File: config.mk
export PLATFORM = sky130hd
export DESIGN_NAME = clock_time_keeper
export DESIGN_NICKNAME = d
export VERILOG_FILES = /design/src/rtl/clock_pkg.sv /design/src/rtl/clock_time_keeper_mod_n_counter.sv /design/src/rtl/clock_time_keeper.sv
export SDC_FILE = /design/constraint.sdc
export NUM_CORES = 1
export LEC_CHECK = 0
export CORE_MARGIN = 8
export CORE_UTILIZATION = 30
export CTS_CLUSTER_DIAMETER = 200
export DETAILED_ROUTE_END_ITERATION = 10
export GPL_TIMING_DRIVEN = 1
export PLACE_DENSITY = 0.55
export SETUP_SLACK_MARGIN = 0.2
export SYNTH_ARGS = -nofsm -noshare
export SYNTH_HDL_FRONTEND = slang
export SYNTH_SLANG_ARGS = --single-unit
File: constraint.sdc
create_clock -name i_clk -period 1.9 [get_ports i_clk]
set_input_delay 0.19 -clock i_clk [delete_from_list [all_inputs] [get_ports i_clk]]
set_output_delay 0.19 -clock i_clk [all_outputs]
set_load 0.005 [all_outputs]
File: src/rtl/clock_pkg.sv
// Shared time-of-day definitions for the clock datapath, display and alarm blocks.
// Field widths, rollover limits, keeper FSM states and the set-request layout.
package clock_pkg;
  localparam int HOUR_W         = 5;
  localparam int MIN_W          = 6;
  localparam int SEC_W          = 6;
  localparam int MS_W           = 10;
  localparam int MS_PER_SEC_DEF = 1000;
  localparam int HOURS_DEF      = 24;
  localparam int SEC_LIM        = 59;
  localparam int MIN_LIM        = 59;

  typedef enum logic [1:0] {STOP, RUN, LOAD} state_e;

  typedef struct packed {
    logic [HOUR_W-1:0] hour;
    logic [MIN_W-1:0]  min;
    logic [SEC_W-1:0]  sec;
  } set_req_t;
endpackage

File: src/rtl/clock_time_keeper_mod_n_counter.sv
// Modulo-(LIMIT+1) counter with synchronous load.
// o_wrap is combinational so a chain of these carries through every stage in one cycle.
module mod_n_counter #(
  parameter int WIDTH = 6,
  parameter int LIMIT = 59
) (
  input  logic             i_clk,
  input  logic             i_rst,
  input  logic             i_inc,
  input  logic             i_load,
  input  logic [WIDTH-1:0] i_load_val,
  output logic [WIDTH-1:0] o_val,
  output logic             o_wrap
);
  logic at_lim;

  assign at_lim = (o_val == WIDTH'(LIMIT));
  assign o_wrap = i_inc & at_lim & ~i_load;

  always_ff @(posedge i_clk) begin
    if (i_rst)       o_val <= '0;
    else if (i_load) o_val <= i_load_val;
    else if (i_inc)  o_val <= at_lim ? '0 : o_val + 1'b1;
  end
endmodule

File: src/rtl/clock_time_keeper.sv
// Turns 1 ms strobes into a 24-hour hh:mm:ss.mmm time of day with second/minute strobes.
// The set interface captures a request, spends one LOAD cycle applying or rejecting it.
module clock_time_keeper
  import clock_pkg::*;
#(
  parameter int P_MS_PER_SEC = MS_PER_SEC_DEF,
  parameter int P_HOURS      = HOURS_DEF
) (
  input  logic              i_clk,
  input  logic              i_rst,
  input  logic              i_ms_pulse,
  input  logic              i_run,
  input  logic              i_set_valid,
  input  logic [HOUR_W-1:0] i_set_hour,
  input  logic [MIN_W-1:0]  i_set_min,
  input  logic [SEC_W-1:0]  i_set_sec,
  output logic              o_set_ready,
  output logic              o_set_error,
  output logic [HOUR_W-1:0] o_hour,
  output logic [MIN_W-1:0]  o_min,
  output logic [SEC_W-1:0]  o_sec,
  output logic [MS_W-1:0]   o_ms,
  output logic              o_sec_pulse,
  output logic              o_min_pulse
);
  state_e   state, state_nxt;
  set_req_t set_q;
  logic     set_xfer, set_in_range, load_ok, tick;
  logic     ms_wrap, sec_wrap, min_wrap, hour_wrap_unused;

  assign set_xfer     = i_set_valid & o_set_ready;
  assign set_in_range = (int'(i_set_hour) < P_HOURS) && (int'(i_set_min) <= MIN_LIM) &&
                        (int'(i_set_sec) <= SEC_LIM);
  // A tick that lands on the handshake cycle is dropped; the set wins.
  assign tick         = i_ms_pulse & (state == RUN) & ~set_xfer;

  always_ff @(posedge i_clk) begin
    if (i_rst) state <= STOP;
    else       state <= state_nxt;
  end

  always_comb begin
    state_nxt = state;
    if (set_xfer) state_nxt = LOAD;
    else begin
      case (state)
        STOP, RUN, LOAD: state_nxt = i_run ? RUN : STOP;
        default:         state_nxt = STOP;
      endcase
    end
  end

  always_comb begin
    o_set_ready = (state != LOAD);
  end

  always_ff @(posedge i_clk) begin
    if (i_rst) begin
      load_ok     <= 1'b0;
      o_set_error <= 1'b0;
      o_sec_pulse <= 1'b0;
      o_min_pulse <= 1'b0;
    end else begin
      load_ok     <= set_xfer & set_in_range;
      o_set_error <= set_xfer & ~set_in_range;
      o_sec_pulse <= ms_wrap;
      o_min_pulse <= sec_wrap;
    end
  end

  always_ff @(posedge i_clk) begin
    if (set_xfer) set_q <= {i_set_hour, i_set_min, i_set_sec};
  end

  mod_n_counter #(.WIDTH(MS_W), .LIMIT(P_MS_PER_SEC - 1)) u_ms (
    .i_clk(i_clk), .i_rst(i_rst), .i_inc(tick), .i_load(load_ok),
    .i_load_val('0), .o_val(o_ms), .o_wrap(ms_wrap));

  mod_n_counter #(.WIDTH(SEC_W), .LIMIT(SEC_LIM)) u_sec (
    .i_clk(i_clk), .i_rst(i_rst), .i_inc(ms_wrap), .i_load(load_ok),
    .i_load_val(set_q.sec), .o_val(o_sec), .o_wrap(sec_wrap));

  mod_n_counter #(.WIDTH(MIN_W), .LIMIT(MIN_LIM)) u_min (
    .i_clk(i_clk), .i_rst(i_rst), .i_inc(sec_wrap), .i_load(load_ok),
    .i_load_val(set_q.min), .o_val(o_min), .o_wrap(min_wrap));

  // Midnight rollover needs no strobe of its own.
  mod_n_counter #(.WIDTH(HOUR_W), .LIMIT(P_HOURS - 1)) u_hour (
    .i_clk(i_clk), .i_rst(i_rst), .i_inc(min_wrap), .i_load(load_ok),
    .i_load_val(set_q.hour), .o_val(o_hour), .o_wrap(hour_wrap_unused));
endmodule

Word-level counts from Yosys, hierarchy flattened. Index checks and enable logic that the tools add are counted.

Bits in registers: 50. Latch bits: 0. RAM bits: 0. Bits in read-only memories: 0. Bits of input ports: 22. Logic and storage cells: 64. Memories: 0.

$add $sub $neg: 4. Multipliers: 0. Divide/modulo/power cells: 0. $lt $le $gt $ge: 3. Equality and inequality tests: 7. Shifts and indexed selects: 0. Multiplexer cells: 13. Bitwise operators: 15. Reductions and logical operators: 9.

Operator list (number): $mux 6 (6); $mux 5 (3); $add 6x1->6 const B (2); $eq 6x6->1 const B (2); $le 6x6->1 const B (2); $and 1x1->1 (11); $add 10x1->10 const B (1); $eq 10x10->1 const B (1); $mux 10 (1); $reduce_bool 2->1 (3); $reduce_or 3->1 (2); $add 5x1->5 const B (1); $eq 5x5->1 const B (1); $lt 5x5->1 const B (1); $not 1->1 (4); $eq 2x1->1 const B (1); $eq 2x2->1 const B (1); $logic_and 1x1->1 (2); $logic_not 2->1 (1); $mux 1 (2); $mux 2 (1); $ne 2x2->1 const B (1); $reduce_or 2->1 (1).

Longest topological paths before layout. Gate-level depths: netlist of run 1.

Depth after elaboration: 12. Mapped depth: 6. Mapped depth without buffers: 5.

Hierarchy. Synthesis of run 1 repeated with hierarchy kept, for this count alone.

Cells, all modules: 246. Area, all modules: 2484.9 sq um.

By module, submodules not included: mod_n_counter (u_min ...) (times used 2, cells each 47, area each 407.9 sq um, sequential area each 120.1 sq um); clock_time_keeper (times used 1, cells each 39, area each 737.0 sq um, sequential area each 630.6 sq um); mod_n_counter (u_ms) (times used 1, cells each 79, area each 650.6 sq um, sequential area each 200.2 sq um); mod_n_counter (u_hour) (times used 1, cells each 34, area each 281.5 sq um, sequential area each 100.1 sq um).

Least setup slack after synthesis of run 1. Ideal clock, no wire load.

Path type: reg-to-reg. From: reg u_ms.o_val[0]. To: reg u_hour.o_val[2]. Library setup time: 0.070 ns. Arrival time: 1.813 ns. Data required time: 1.830 ns. Slack: 0.017 ns. Cell stages (with the launch flop): 7. Buffers on the path: 1. Period minus slack after synthesis: 1.883 ns. Cells stage by stage: dfxtp_1 -> ha_1 -> nand2_2 -> o41a_1 -> buf_6 -> or4_1 -> a21oi_1.

Longest elaborated chain between the ends: 8.

RTL lines: start: declaration (line clock_time_keeper_mod_n_counter.sv:12) `output logic [WIDTH-1:0] o_val,`; start signal: assignment (line clock_time_keeper_mod_n_counter.sv:22) `else if (i_load) o_val <= i_load_val;`; start signal: assignment (line clock_time_keeper_mod_n_counter.sv:23) `else if (i_inc) o_val <= at_lim ? '0 : o_val + 1'b1;`; $eq 10x10->1 (line clock_time_keeper_mod_n_counter.sv:17) `assign at_lim = (o_val == WIDTH'(LIMIT));`; $and 1x1->1 (6 in a row) (line clock_time_keeper_mod_n_counter.sv:18) `assign o_wrap = i_inc & at_lim & ~i_load;`; $reduce_bool 2->1 (no source line); end signal: assignment (line clock_time_keeper_mod_n_counter.sv:22); end signal: assignment (line clock_time_keeper_mod_n_counter.sv:23); end: declaration (line clock_time_keeper_mod_n_counter.sv:12).

Every way passes these cells. A chain may end at the register's enable or synchronous reset.

Final worst setup path of run 1.
From: reg u_ms.o_val[4]. To: reg u_hour.o_val[2].

The elaborated chain is that of the path after synthesis.

==> metrics.txt, run 1 <==
status completed; Residual DRC 0; Total Routing Usage GR 11.4%; initial antenna violation count 0; Slew @ Worst Pin 0.398 ns; WL per Instance 14.9 um; I/O Buffers 52; DRC marker count from the first detailed-route iteration 89; Distinct cells, synth 53; vias roughly 2100; hold crit path type input port to flop; final wirelength 6280 um; crit path launch type flop; mapped cell area 2320 um^2; post-layout util 46.7%; Net Count, Synth 248; fin worst setup slack 0.133 ns; Horiz. Die Dim 104 um; CTS Buffer Depth 2; # IOs 53; Final Wtd Congestion ~0.8; largest net degree at the start of global routing 21; post-route insts no fill 421; latest clock arrival within the worst-skew pair 0.30 ns; Slowest cell on crit path o41a_1; Mapped Cells between 200 and 250; vias in the first global route 2085; Min Hold Slack 0.298 ns; main flop type after synthesis dfxtp_1; PwrDens 656 nW/um^2; reg2reg path depth 4; ys async rst share 0%; max cap viols 0; die footprint 10800 um^2; met3 WL 387 um; worst vdd ir 266 uV; First-pass DRT Iterations 4; Yosys reg bits 50; CTS clk-pin slew, worst paths 0.09 ns; post-synthesis average cell area between 10 and 15 um^2; Net count, final 344; final setup fails 0; Critical Path AT 2.00 ns; CTS sink count 50; die height 104 um; met2 WL 2870 um; Worst Skew 0.00502 ns; pre-CTS setup slack -0.197 ns; CP endpoint kind flop; Placed Cells 394; cell taking the most area after synthesis dfxtp_1; share of the synthesized area in the top cell type 28.5%; CP Class flop to flop; worst hold path stage count 4; buffer type at the clock tree root clkbuf_8; max_slew headroom 73.4%; # diodes 0; CTS tree built; crit path cell chain nand3b_1 > o41a_1 > or4_1 > a21oi_1; Design Area, Final 3550 um^2; synth top area cells dfxtp_1 29%, edfxtp_1 22%, xnor2_1 4.2%; Leak 1.34 nW; Slew Viols, Final 0; Vias/cell 5.00; area delta synth->final 53.4%; R2R Setup Slk 0.13 ns; final hold vios 0; CP required 2.14 ns; antenna viol nets, final 0; highest clock rate 566 MHz; CTS Buf Count 5; cts hold-fix bufs 0; register area share after synthesis 50.6%; CP Max Fanout 7; Crit path largest cell delay 0.53 ns; top sig layer met4; Ys Warns 0; wl on met1 around 2900 um; GRT overflow 0; Placement Cell Area about 3200 um^2; fin crit share roughly 93%; DP HPWL 4470 um; Post-synth EDFFs 17; H-tree levels 2; Tmin final between 1.5 and 2 ns; Core Region roughly 7600 um^2; first-pass GRT wire length between 10000 and 15000 um; row count 32; Layout fillers approximately 730; fraction of layout cells with a size suffix above 1 26.3%; RSZ-0062 raised after global routing yes; Initial Util between 30% and 40%
-- layout make-up --
type	instances	area [um^2]	share of cell area (%)
inverter	8	33.8	0.951
sequential	50	1190	33.6
clock buffer	6	82.6	2.32
clock inverter	2	60.1	1.69
tap	102	128	3.59
timing repair buffer	98	911	25.6
multi-input combinational	155	1140	32.2
-- per-stage QoR --
step / TNS (ns) / total power, mW
3_5_place_dp: -1.55 / 1.41
6_report: 0 / 2.33
2_1_floorplan: 0 / 1.27
4_1_cts: 0 / 2.34
3_3_place_gp: -0.754 / 1.41
5_1_grt: 0 / 2.44
-- kinds of logic after synthesis --
| group | share of synthesized area [%] |
|---|---|
| AO/OA/AOI/OAI | 17.6 |
| XOR/XNOR | 4.54 |
| adder cells (fa/ha/maj) | 2.16 |
| buffers and inverters | 3.46 |
| flip-flops | 50.6 |
| multiplexers | 0.864 |
| AND/OR/NAND/NOR | 20.8 |
-- placed cells by master (no fill, tap or decap), drive strengths merged, types with 6 or more instances in the layout --
cell type       n
clkbuf          6
nand3           8
a21oi          17
nor3           10
xnor2          11
inv             7
clkdlybuf4s50  50
nand2          18
buf            46
dfxtp          33
edfxtp         17
nor2           18
-- synth_stat cells, types with 2 or more instances --
master and count:
a211oi_1 5, a21bo_2 2, a21oi_1 17, a22oi_1 3, a311oi_1 3, a31oi_1 5
a32oi_1 3, and2_1 2, and4_1 2, and4b_1 2, buf_6 2, clkbuf_1 5
dfxtp_1 33, edfxtp_1 17, ha_1 4, inv_1 7, mux2i_1 2, nand2_1 17
nand2b_1 2, nand3_1 8, nand3b_1 2, nand4_1 5, nor2_1 18, nor3_1 10
nor3b_1 2, nor4_1 3, o211ai_1 2, o21a_1 2, o31ai_1 2, o32ai_1 2
xnor2_1 11
-- final timing paths --
kind                               startpoint               to
worst max-delay path            u_ms.o_val[4]  u_hour.o_val[2]
worst min-delay path              i_set_valid         state[0]
worst max register to register  u_ms.o_val[4]  u_hour.o_val[2]
worst min register to register  u_ms.o_val[1]    u_ms.o_val[1]
-- per-layer routing --
layer / vias up / track usage, %
met5: - / 0
met4: 0 / 3.52
met3: 13 / 3.84
met2: 67 / 17.5
met1: 999 / 14.8
li1: 1028 / -
-- worst max-delay path, delay by kind of cell (launching register included) --
| family | cells | cell delay, ns |
|---|---|---|
| AO/OA/AOI/OAI | 2 | 0.66 |
| flip-flops | 1 | 0.36 |
| AND/OR/NAND/NOR | 2 | 0.68 |
-- where the power goes --
group          internal (mW)  switching (mW)  total, mW
registers               1.14          0.0192       1.16
clock network          0.562           0.360      0.922
logic                  0.135           0.116      0.251
-- registers in the layout (all words and copies together) (netlist names) --
| signal | flops |
|---|---|
| state | 2 |
| o_min_pulse | 1 |
| o_set_error | 1 |
| load_ok | 1 |
| o_sec_pulse | 1 |
| set_q | 17 |
| u_ms.o_val | 10 |
| u_sec.o_val | 6 |
| u_hour.o_val | 5 |
| u_min.o_val | 6 |
-- repair_timing --
item	CTS	global route
buffers inserted	5	14
pin swaps	2	9
resized for setup	5	19
setup endpoints to repair	5	12
Power figures use the tool's default switching activity.
==> run 2: changes to the inputs <==
--- a/config.mk
+++ b/config.mk
@@ -10,6 +10,7 @@
 export CTS_CLUSTER_DIAMETER = 200
 export DETAILED_ROUTE_END_ITERATION = 10
 export GPL_TIMING_DRIVEN = 1
+export MAX_ROUTING_LAYER = met4
 export PLACE_DENSITY = 0.55
 export SETUP_SLACK_MARGIN = 0.2
 export SYNTH_ARGS = -nofsm -noshare
==> run 2 against run 1 <==
Compared with the run above:
- die area stayed put
- final cell count is the same
- routed wire length grew 0.67%
- non-clock buffer count unchanged
- critical path type unchanged
==> metrics.txt, run 2 (synthesized netlist as in run 1, its figures left out) <==
status completed; fin crit share between 90% and 100%; Horiz. Die Dim 104 um; area delta synth->final 53.4%; first-pass GRT wire length between 10000 and 15000 um; PwrDens 658 nW/um^2; die height 104 um; final setup fails 0; largest net degree at the start of global routing 21; max_slew headroom ~72%; post-route insts no fill 421; CTS sink count 50; worst vdd ir around 270 uV; crit path launch type flop; H-tree levels 2; commonest non-fill, non-tap cell in the layout clkdlybuf4s50_1; I/O Buffers 52; cts hold-fix bufs 0; final hold vios 0; highest clock rate 566 MHz; CP Class flop to flop; GRT overflow 0; Reg area 1190 um^2; DRC marker count from the first detailed-route iteration 101; Net count, final roughly 340; CP required 2.14 ns; commonest cells after routing, fill and taps aside 50 x clkdlybuf4s50_1, 40 x buf_4, 22 x dfxtp_1; RSZ-0062 raised after global routing yes; CP Max Fanout 7; die footprint 10800 um^2; Vias/cell 4.98; CTS tree built; # diodes 0; antenna viol nets, final 0; CP endpoint kind flop; Tmin final 1.77 ns; Residual DRC 0; Final Total Pwr about 2.3 mW; Leak roughly 1.3 nW; row count 32; buffer type at the clock tree root clkbuf_8; Top reg by flops set_q; footprint of the multi-input gates about 1100 um^2; Slew Viols, Final 0; First-pass DRT Iterations 4; max cap viols 0; Critical Path AT ~2 ns; Placed Cells 394; Layout fillers ~730; max reg flops 17; fraction of layout cells with a size suffix above 1 26.3%; Total Routing Usage GR a little under an eighth; final wirelength 6320 um; Initial Util 30.4%; top flop regs set_q: 17 flops, u_ms.o_val: 10 flops; CTS clk-pin slew, worst paths ~0.09 ns; CTS Buffer Depth 2; Worst Skew approximately 0.0048 ns; vias roughly 2100; CTS Buf Count 5; WL per Instance 15.0 um; latest clock arrival within the worst-skew pair 0.30 ns; initial antenna violation count 0; Slew @ Worst Pin 0.415 ns; Final Wtd Congestion 0.834; vias in the first global route 2083; hold crit path type input port to flop; DP HPWL 4470 um; # IOs 53; Core Region 7610 um^2
run 2: cell counts in the layout (fill, tap and decap cells not counted):
No cell type changed its count.
run 2: final cells by class:
type	instances	area share (%)
Clock buffer	6	2.32
Clock inverter	2	1.69
Inverter	8	0.951
Multi-Input combinational cell	155	32.2
Sequential cell	50	33.6
Tap cell	102	3.59
Timing Repair Buffer	98	25.6
run 2: final timing paths:
kind / startpoint / to / slack (ns) / cells past startpoint
setup / recovery: u_ms.o_val[4] / u_hour.o_val[2] / 0.13 / 4
hold / removal: i_set_valid / state[0] / 0.30 / 4
setup reg to reg: u_ms.o_val[4] / u_hour.o_val[2] / 0.13 / 4
hold reg to reg: u_ms.o_val[1] / u_ms.o_val[1] / 0.49 / 2
run 2: repair_timing:
| action | CTS | global route |
|---|---|---|
| setup buffers | 5 | 14 |
| resized for setup | 5 | 19 |
| pin swaps | 2 | 9 |
| endpoints found under the setup margin | 5 | 12 |
run 2: stage by stage:
step	hold slack [ns]	util (%)	TNS, ns	worst slack, ns	cell area (um^2)
3_3_place_gp	0.483	41.7	-0.754	-0.158	3170
6_report	0.297	46.7	0	0.133	3550
3_5_place_dp	0.483	41.7	-1.55	-0.197	3170
4_1_cts	0.425	44.2	0	0.153	3370
2_1_floorplan	0.270	-	0	0.201	2350
5_1_grt	0.338	46.7	0	0.0744	3550
run 2: critical path, cell delays in order, from the launching register on:
cell      delay (ns)
dfxtp_4         0.36
nand3b_1        0.18
o41a_1          0.53
or4_1           0.50
a21oi_1         0.13
run 2: where the power goes:
group          internal [mW]  switching, mW
Clock                  0.562          0.367
Combinational          0.135          0.116
Sequential              1.14         0.0191
Total                   1.84          0.502
run 2: metal layers:
metal	up-vias	share of wire, %	global-route usage, %
met5	-	0	-
met4	0	1.6	3.52
met3	11	5.4	3.41
met2	61	46	17.5
met1	997	47	14.9
li1	1028	-	-
